<file path="src/rtl/bus_arbiter_pkg.sv">
// Shared types and constants for the bus arbiter: transaction phase encoding
// and the width of the binary owner index.
package bus_arbiter_pkg;

    typedef enum logic [1:0] {
        ST_IDLE  = 2'd0,
        ST_CTRL  = 2'd1,
        ST_READ  = 2'd2,
        ST_WRITE = 2'd3
    } phase_t;

    localparam int MASTERS_MAX = 8;
    localparam int IDX_W       = 3;

endpackage

</file>
<file path="src/rtl/bus_arbiter_rr_picker.sv">
// Combinational round-robin picker: the first requester strictly after rr_ptr,
// wrapping modulo MASTERS, so the previous winner has the lowest priority.
module bus_arbiter_rr_picker
    import bus_arbiter_pkg::*;
#(
    parameter int MASTERS = 4
) (
    input  logic [MASTERS-1:0] req,
    input  logic [IDX_W-1:0]   rr_ptr,
    output logic [IDX_W-1:0]   winner,
    output logic               valid
);

    logic found_s;
    logic hit_s;

    // Two ascending scans: indices above the pointer first, then the wrapped part.
    always_comb begin
        winner  = {IDX_W{1'b0}};
        found_s = 1'b0;
        hit_s   = 1'b0;
        for (int i = 0; i < MASTERS; i++) begin
            hit_s   = !found_s && req[i] && (i > int'(rr_ptr));
            winner  = hit_s ? IDX_W'(i) : winner;
            found_s = found_s | hit_s;
        end
        for (int i = 0; i < MASTERS; i++) begin
            hit_s   = !found_s && req[i] && (i <= int'(rr_ptr));
            winner  = hit_s ? IDX_W'(i) : winner;
            found_s = found_s | hit_s;
        end
        valid = |req;
    end

endmodule

</file>
<file path="src/rtl/bus_arbiter.sv">
// Bus arbiter: grants one master per transaction and sequences it as
// CTRL/READ/WRITE strobes, with round-robin fairness and bounded locking.
module bus_arbiter
    import bus_arbiter_pkg::*;
#(
    parameter int MASTERS  = 4,
    parameter int HOLD_MAX = 8
) (
    input  logic               clk,
    input  logic               reset,
    input  logic [MASTERS-1:0] req,
    input  logic [MASTERS-1:0] lock,
    output logic [MASTERS-1:0] grant,
    output logic [IDX_W-1:0]   grant_idx,
    output logic               ctrl_strobe,
    output logic               read_strobe,
    output logic               write_strobe,
    output logic [MASTERS-1:0] done,
    output logic               busy
);

    localparam int              HC_W     = (HOLD_MAX > 1) ? $clog2(HOLD_MAX) : 1;
    localparam logic [HC_W-1:0] HOLD_LIM = HC_W'(HOLD_MAX - 1);

    phase_t             state_r;
    logic [IDX_W-1:0]   rr_ptr_r;
    logic [HC_W-1:0]    hold_cnt_r;
    logic [IDX_W-1:0]   win_idx_s;
    logic               win_valid_s;
    logic [MASTERS-1:0] win_oh_s;
    logic               keep_s;

    bus_arbiter_rr_picker #(
        .MASTERS (MASTERS)
    ) u_picker (
        .req    (req),
        .rr_ptr (rr_ptr_r),
        .winner (win_idx_s),
        .valid  (win_valid_s)
    );

    assign win_oh_s = {{(MASTERS-1){1'b0}}, 1'b1} << win_idx_s;
    // grant is one-hot, so this masks req/lock down to the current owner only
    assign keep_s   = (|(req & lock & grant)) && (hold_cnt_r < HOLD_LIM);

    // Phase FSM with all bus-facing outputs registered alongside the state.
    always_ff @(posedge clk or negedge reset) begin
        if (!reset) begin
            state_r      <= ST_IDLE;
            rr_ptr_r     <= IDX_W'(MASTERS - 1);
            hold_cnt_r   <= {HC_W{1'b0}};
            grant        <= {MASTERS{1'b0}};
            grant_idx    <= {IDX_W{1'b0}};
            ctrl_strobe  <= 1'b0;
            read_strobe  <= 1'b0;
            write_strobe <= 1'b0;
            done         <= {MASTERS{1'b0}};
            busy         <= 1'b0;
        end else begin
            ctrl_strobe  <= 1'b0;
            read_strobe  <= 1'b0;
            write_strobe <= 1'b0;
            done         <= {MASTERS{1'b0}};
            case (state_r)
                ST_CTRL: begin
                    state_r     <= ST_READ;
                    read_strobe <= 1'b1;
                    busy        <= 1'b1;
                end
                ST_READ: begin
                    state_r      <= ST_WRITE;
                    write_strobe <= 1'b1;
                    done         <= grant;
                    busy         <= 1'b1;
                end
                ST_IDLE, ST_WRITE: begin
                    if ((state_r == ST_WRITE) && keep_s) begin
                        state_r     <= ST_CTRL;
                        hold_cnt_r  <= hold_cnt_r + HC_W'(1);
                        ctrl_strobe <= 1'b1;
                        busy        <= 1'b1;
                    end else if (win_valid_s) begin
                        state_r     <= ST_CTRL;
                        grant       <= win_oh_s;
                        grant_idx   <= win_idx_s;
                        rr_ptr_r    <= win_idx_s;
                        hold_cnt_r  <= {HC_W{1'b0}};
                        ctrl_strobe <= 1'b1;
                        busy        <= 1'b1;
                    end else begin
                        state_r    <= ST_IDLE;
                        grant      <= {MASTERS{1'b0}};
                        grant_idx  <= {IDX_W{1'b0}};
                        hold_cnt_r <= {HC_W{1'b0}};
                        busy       <= 1'b0;
                    end
                end
                default: begin
                    state_r    <= ST_IDLE;
                    grant      <= {MASTERS{1'b0}};
                    grant_idx  <= {IDX_W{1'b0}};
                    hold_cnt_r <= {HC_W{1'b0}};
                    busy       <= 1'b0;
                end
            endcase
        end
    end

endmodule

</file>
<file path="config.mk">
export PLATFORM = sky130hd
export DESIGN_NAME = bus_arbiter
export DESIGN_NICKNAME = d
export VERILOG_FILES = /design/src/rtl/bus_arbiter_pkg.sv /design/src/rtl/bus_arbiter_rr_picker.sv /design/src/rtl/bus_arbiter.sv
export SDC_FILE = /design/constraint.sdc
export NUM_CORES = 1
export LEC_CHECK = 0
export CAP_MARGIN = 20
export CORE_MARGIN = 5
export CORE_UTILIZATION = 51
export CTS_BUF_LIST = sky130_fd_sc_hd__clkbuf_4 sky130_fd_sc_hd__clkbuf_8 sky130_fd_sc_hd__clkbuf_16
export CTS_CLUSTER_SIZE = 25
export DETAILED_ROUTE_END_ITERATION = 12
export PLACE_DENSITY = 0.82
export SYNTH_ARGS = -nofsm -noshare
export SYNTH_HDL_FRONTEND = slang
export SYNTH_SLANG_ARGS = --single-unit
</file>
<file path="constraint.sdc">
create_clock -name clk -period 3.6 [get_ports clk]
set_input_delay 0.36 -clock clk [delete_from_list [all_inputs] [get_ports clk]]
set_output_delay 0.36 -clock clk [all_outputs]
set_load 0.02 [all_outputs]
</file>
==> run summary, run 1 <==
Slew headroom: 0.389
Area grow syn2layout: 25.4%
# rows: 16
Syn nets: 110
Multi-input logic area: 412 sq um
Top-count cell post-synth: dfrtp_1
Worst hold stages: 1
Highest clock rate: 570 MHz
Vias per cell: 5.21
Crit path required time: 3.79 ns
Ant. Diodes: 0
Commonest cells post-synth: dfrtp_1 (19), inv_1 (12), o21ai_0 (8)
Core area: 1940 sq um
Later-pin clock latency in the skew report: 0.29 ns
Reg area: 528 sq um
PostCTS Resize Cnt: 0
Lkg Pwr: 0.000576 uW
Layout cell share with drive strength beyond 1: 0.136
# hold bufs at CTS: 0
Fraction of registers with async set/reset: 1.00
First-pass GRT wire length: 3210 um
Crit Path Max Fanout: 9
WL final: 1910 um
DRC: 0
Post-synth top flop: dfrtp_1
Critical path startpoint category: input pin
Critical Path Start: req[1]
Post-Syn Instances: 96
Top Metal Used: met4
CTS tree: yes
Post-layout nets: 133
Post-CTS Setup Inserts: 0
Clk sinks: 21
Die span in x: 54.7 um
RSZ-0062 raised after global routing: false
Max VDD drop: 627 uV
Status: complete, no violations
First-pass DRT Iterations: 4
Slew @ Worst Pin: 0.914 ns
Netlist cell types: 35
Vias: 756
Hold EP: hold_cnt_r[1]
DR iter-0 viols: 13
Post-DRT Antenna Nets: 0
Period Utilization, post-route: 0.487
Initial Util: 0.525
Total congestion overflow: 0
Half-perimeter wire length after placement: 1460 um
R2r setup slk: 2.04 ns
PD cells: 807 nW/um^2
Clock Tree Buf Depth: 2
Worst-case reg-to-reg path depth: 5
Number of enable flip-flop cells after synthesis: 0
Critical Path AT: 1.95 ns
Met2 Routed Length: 928 um
Setup Viol. Count Final: 0
CTS HTree Levels: 1
Final Hold Viols: 0
Overall Global Routing Usage: 0.153
Cts bufs inserted: 3
Critical setup path kind: in -> reg
R2r startpoint: grant[1]
Wire length per cell: 13.1 um
Hold path startpoint: hold_cnt_r[1]
Die area: 2990 sq um
Vias in the first global route: 724
Yosys warning total: 0
Area share of the largest cell type after synthesis: 0.466
Kind of end point of the critical path: flip-flop
Synth area leaders: dfrtp_1 (47%), dfstp_2 (5.2%), ha_1 (4.9%)
Post-synth top area cell: dfrtp_1
Maxcap violations: 0
Reg2reg end: grant[2]
Met1 wire length: 818 um
Tmin final: 1.75 ns
Initial antenna violation count: 0
Clock Skew: 0.00141 ns
HP Class: reg -> reg
Top Ports: 25
Placer Congestion: 0.893
Root buffer cell: clkbuf_4
Met3 wire length: 122 um
Number of synthesized register bits: 21
Sequential fraction of the synthesis area: 0.518
Hold_ws: 0.536 ns
Slew Limit Fails: 0
Synthesized area: 1020 sq um
Final setup TNS: 0 ns
Port Buffers: 23
Clk slew on worst S/H paths: 0.10 ns
Largest net degree at the start of global routing: 22
Fillers: 166
Die H: 54.7 um
Synth Area per Inst: 10.6 sq um
[cells in the final DEF, fill, tap and decap left out]
cell type	count
a211oi_1	2
a21o_2	1
a21oi_1	3
a221o_2	1
a22o_1	1
and2_1	4
and2_2	1
and2_4	1
clkbuf_4	4
clkdlybuf4s50_1	23
conb_1	1
dfrtp_1	19
dfstp_2	2
ha_1	4
inv_1	12
mux2_2	1
mux2_4	1
mux2i_1	1
nand2_1	4
nand2_2	1
nand3_1	5
nand3_2	1
nand3_4	1
nand4_1	1
nor2_1	6
nor2b_1	2
nor4_1	1
o2111ai_1	1
o211ai_4	1
o21ai_0	8
o221ai_1	1
o22ai_1	2
o2bb2ai_1	1
[stage by stage]
step,setup slack [ns],utilization,total power (uW),std cells,instance area (sq um)
after global routing,1.79,0.659,1110,145,1280
final,1.85,0.659,1030,145,1280
after floorplan,2.01,-,757,96,1020
after global placement,1.59,0.643,907,141,1250
after CTS,1.84,0.659,1040,145,1280
after detailed placement,1.54,0.643,922,141,1250
[registers in the layout (all words and copies together), names as in the netlist]
name,flops
ctrl_strobe,1
read_strobe,1
grant_idx,2
rr_ptr_r,2
state_r,2
busy,1
hold_cnt_r,3
grant,4
write_strobe,1
done,4
[area by class of cell]
class,instances,share of cell area
sequential,21,0.413
multi-input combinational,58,0.322
clock buffer,4,0.0235
inverter,12,0.0352
tap,27,0.0264
timing repair buffer,23,0.180
[logic make-up (layout without fill, tap and decap cells)]
kind of cell,count (synthesis),in the layout,synth area share
AOI/OAI and AO/OA,22,22,0.156
DFF,21,21,0.518
adders and majority gates,4,4,0.0491
and+or+nand+nor,28,28,0.160
other,1,1,0.00368
muxes,3,3,0.0356
buffers and inverters,17,39,0.0785
[power by group]
| part | internal (uW) | total [uW] | switching (uW) |
|---|---|---|---|
| Combinational | 237 | 521 | 283 |
| Clock | 50.7 | 116 | 64.9 |
| Sequential | 331 | 395 | 63.7 |
[worst max-delay path by stage]
stage | endpoint | slack (ns) | depth (start not counted)
after global routing | grant[2] | 1.79 | 6
after CTS | grant[1] | 1.84 | 1
after detailed placement | grant[2] | 1.54 | 6
after global placement | grant[2] | 1.59 | 6
final | grant[2] | 1.85 | 6
after floorplan | grant[2] | 2.01 | 6
[worst max-delay path, cell delays in order]
cell	delay, ns
clkdlybuf4s50_1	0.57
nand3_4	0.12
nand2_2	0.07
o211ai_4	0.28
and2_4	0.25
mux2_4	0.30
[metal layers]
metal  vias up  GRT usage
met3         4     0.0272
met2        27      0.254
met1       356      0.189
met5         -          0
met4         0     0.0747
li1        369          -
(Power assumes the default switching activity.)
==> run 2, diff against run 1 <==
--- a/config.mk
+++ b/config.mk
@@ -7,11 +7,11 @@
 export LEC_CHECK = 0
 export CAP_MARGIN = 20
 export CORE_MARGIN = 5
-export CORE_UTILIZATION = 51
+export CORE_UTILIZATION = 43
 export CTS_BUF_LIST = sky130_fd_sc_hd__clkbuf_4 sky130_fd_sc_hd__clkbuf_8 sky130_fd_sc_hd__clkbuf_16
 export CTS_CLUSTER_SIZE = 25
 export DETAILED_ROUTE_END_ITERATION = 12
-export PLACE_DENSITY = 0.82
+export PLACE_DENSITY = 0.74
 export SYNTH_ARGS = -nofsm -noshare
 export SYNTH_HDL_FRONTEND = slang
 export SYNTH_SLANG_ARGS = --single-unit
==> constraint.sdc (replaced) <==
create_clock -name clk -period 1.6 [get_ports clk]
set_input_delay 0.16 -clock clk [delete_from_list [all_inputs] [get_ports clk]]
set_output_delay 0.16 -clock clk [all_outputs]
set_load 0.02 [all_outputs]
==> run 2 against run 1 <==
Utilization is 4.8 points lower. Highest routed layer unchanged. Combinational power grew to 2.6 times the previous value. Critical path type is now reg -> out. Clock power increased by 120%. Sequential power up 130%. Die area is 15% higher. Worst setup slack worse by 1.8 ns. Critical endpoint is now grant[2]. Non-clock buffer count increased by 11. Routed wire length up 2.6%. Final cell count rose by 8.3%. Via count rose by 2.5%. Largest power group unchanged. Critical path depth shrank 5.
==> run summary, run 2 (synthesis results as in run 1) <==
Initial antenna violation count: 0
Most common cell after layout, fill and taps aside: clkdlybuf4s50_1
Reg2reg end: rr_ptr_r[0]
Commonest non-fill, non-tap cells in the layout: clkdlybuf4s50_1 (22), dfrtp_1 (19), inv_1 (12)
Clk sinks: 21
Overall Global Routing Usage: 0.133
Post-layout nets: 144
First-pass GRT wire length: 3520 um
Die span in x: 58.7 um
First-pass DRT Iterations: 5
RSZ-0062 raised after global routing: false
DR iter-0 viols: 12
Buffers & Inverters on Critical Path: 1
Area grow syn2layout: 33.6%
Critical Path AT: 1.35 ns
WL final: 1950 um
PostCTS Resize Cnt: 0
HP Class: in -> async
Die H: 58.7 um
Highest clock rate: 660 MHz
Slew Limit Fails: 0
Area post-placement: 1330 sq um
Later-pin clock latency in the skew report: 0.30 ns
Post-DRT Antenna Nets: 0
Root buffer cell: clkbuf_4
R2r setup slk: 0.13 ns
Lkg Pwr: 0.000642 uW
Crit path required time: 1.44 ns
Initial Util: 0.457
Critical-path cell list: clkdlybuf4s50_1
# rows: 17
Top Ports: 25
CP delay by family, top: buffers and inverters
Placer Congestion: 0.872
# hold bufs at CTS: 0
Vias per cell: 4.94
Kind of end point of the critical path: output pin
Vias: 775
Wire length per cell: 12.4 um
Period Utilization, post-route: 0.946
Cts bufs inserted: 3
Largest net degree at the start of global routing: 22
Clock Skew: 0.000986 ns
Setup Viol. Count Final: 0
Core area: 2230 sq um
Worst-case reg-to-reg path depth: 6
Post-CTS Setup Inserts: 0
DRC: 0
Total congestion overflow: 0
Max VDD drop: 1050 uV
Die area: 3450 sq um
Layout cell share with drive strength beyond 1: 0.209
Port Buffers: 23
Vias in the first global route: 804
R2r startpoint: state_r[0]
Ant. Diodes: 0
Max stage delay on crit path: 0.63 ns
Critical setup path kind: reg -> out
Clk slew on worst S/H paths: 0.11 ns
Critical-path top delay cell: clkdlybuf4s50_1
CTS HTree Levels: 1
PD cells: 1820 nW/um^2
Biggest regs: done (4), grant (4), hold_cnt_r (3)
Final setup TNS: 0 ns
CTS tree: yes
Status: complete, no violations
Half-perimeter wire length after placement: 1540 um
Pre-CTS WS: -0.105 ns
Crit Path Max Fanout: 4
Final worst slack: 0.0857 ns
Stages on worst setup path: 1
Clock Tree Buf Depth: 2
Maxcap violations: 0
Critical path startpoint category: flip-flop
Final Hold Viols: 0
Tmin final: 1.51 ns
Pwr Total: 2480 uW
Final instance area: 1360 sq um
-- run 2: worst max path at each step --
| stage | slack [ns] | endpoint | start |
|---|---|---|---|
| floorplan | 0.009 | grant[2] | grant[1] |
| global placement | -0.12 | rr_ptr_r[1] | req[1] |
| detailed placement | -0.11 | grant[2] | req[1] |
| CTS | 0.04 | grant[1] | grant[1] |
| global route | 0.01 | grant[2] | grant[2] |
| finish | 0.09 | grant[2] | grant[2] |
-- run 2: routing by layer --
layer / wire length, um / GRT usage / up-vias / share of wire
met2: 964 / 0.204 / 12 / 0.49
met1: 907 / 0.186 / 372 / 0.46
met3: 72 / 0.0263 / 2 / 0.037
met4: 8 / 0.0485 / 0 / 0.0041
li1: - / - / 389 / -
met5: 0 / 0 / - / 0
-- run 2: layout make-up --
| type | count | area, sq um |
|---|---|---|
| multi-input cells | 58 | 412 |
| repair buffers | 34 | 315 |
| fillers | 197 | 871 |
| clock buffers | 3 | 22.5 |
| well taps | 28 | 35.0 |
| inverters | 12 | 45.0 |
| flip-flops and latches | 21 | 528 |
| clock inverters | 1 | 5.00 |
-- run 2: metrics by stage --
step	hold WS, ns	instances	utilization
after global routing	0.182	157	0.610
after global placement	0.510	153	0.597
after CTS	0.180	157	0.609
final	0.179	157	0.610
after detailed placement	0.511	153	0.597
after floorplan	-0.136	96	-
-- run 2: power breakdown --
group / total [uW] / switching (uW) / internal, uW / leakage [uW]
registers: 892 / 147 / 745 / 0.000264
clock network: 250 / 156 / 93.1 / 0.0000177
logic: 1340 / 669 / 671 / 0.000360
total: 2480 / 973 / 1510 / 0.000642
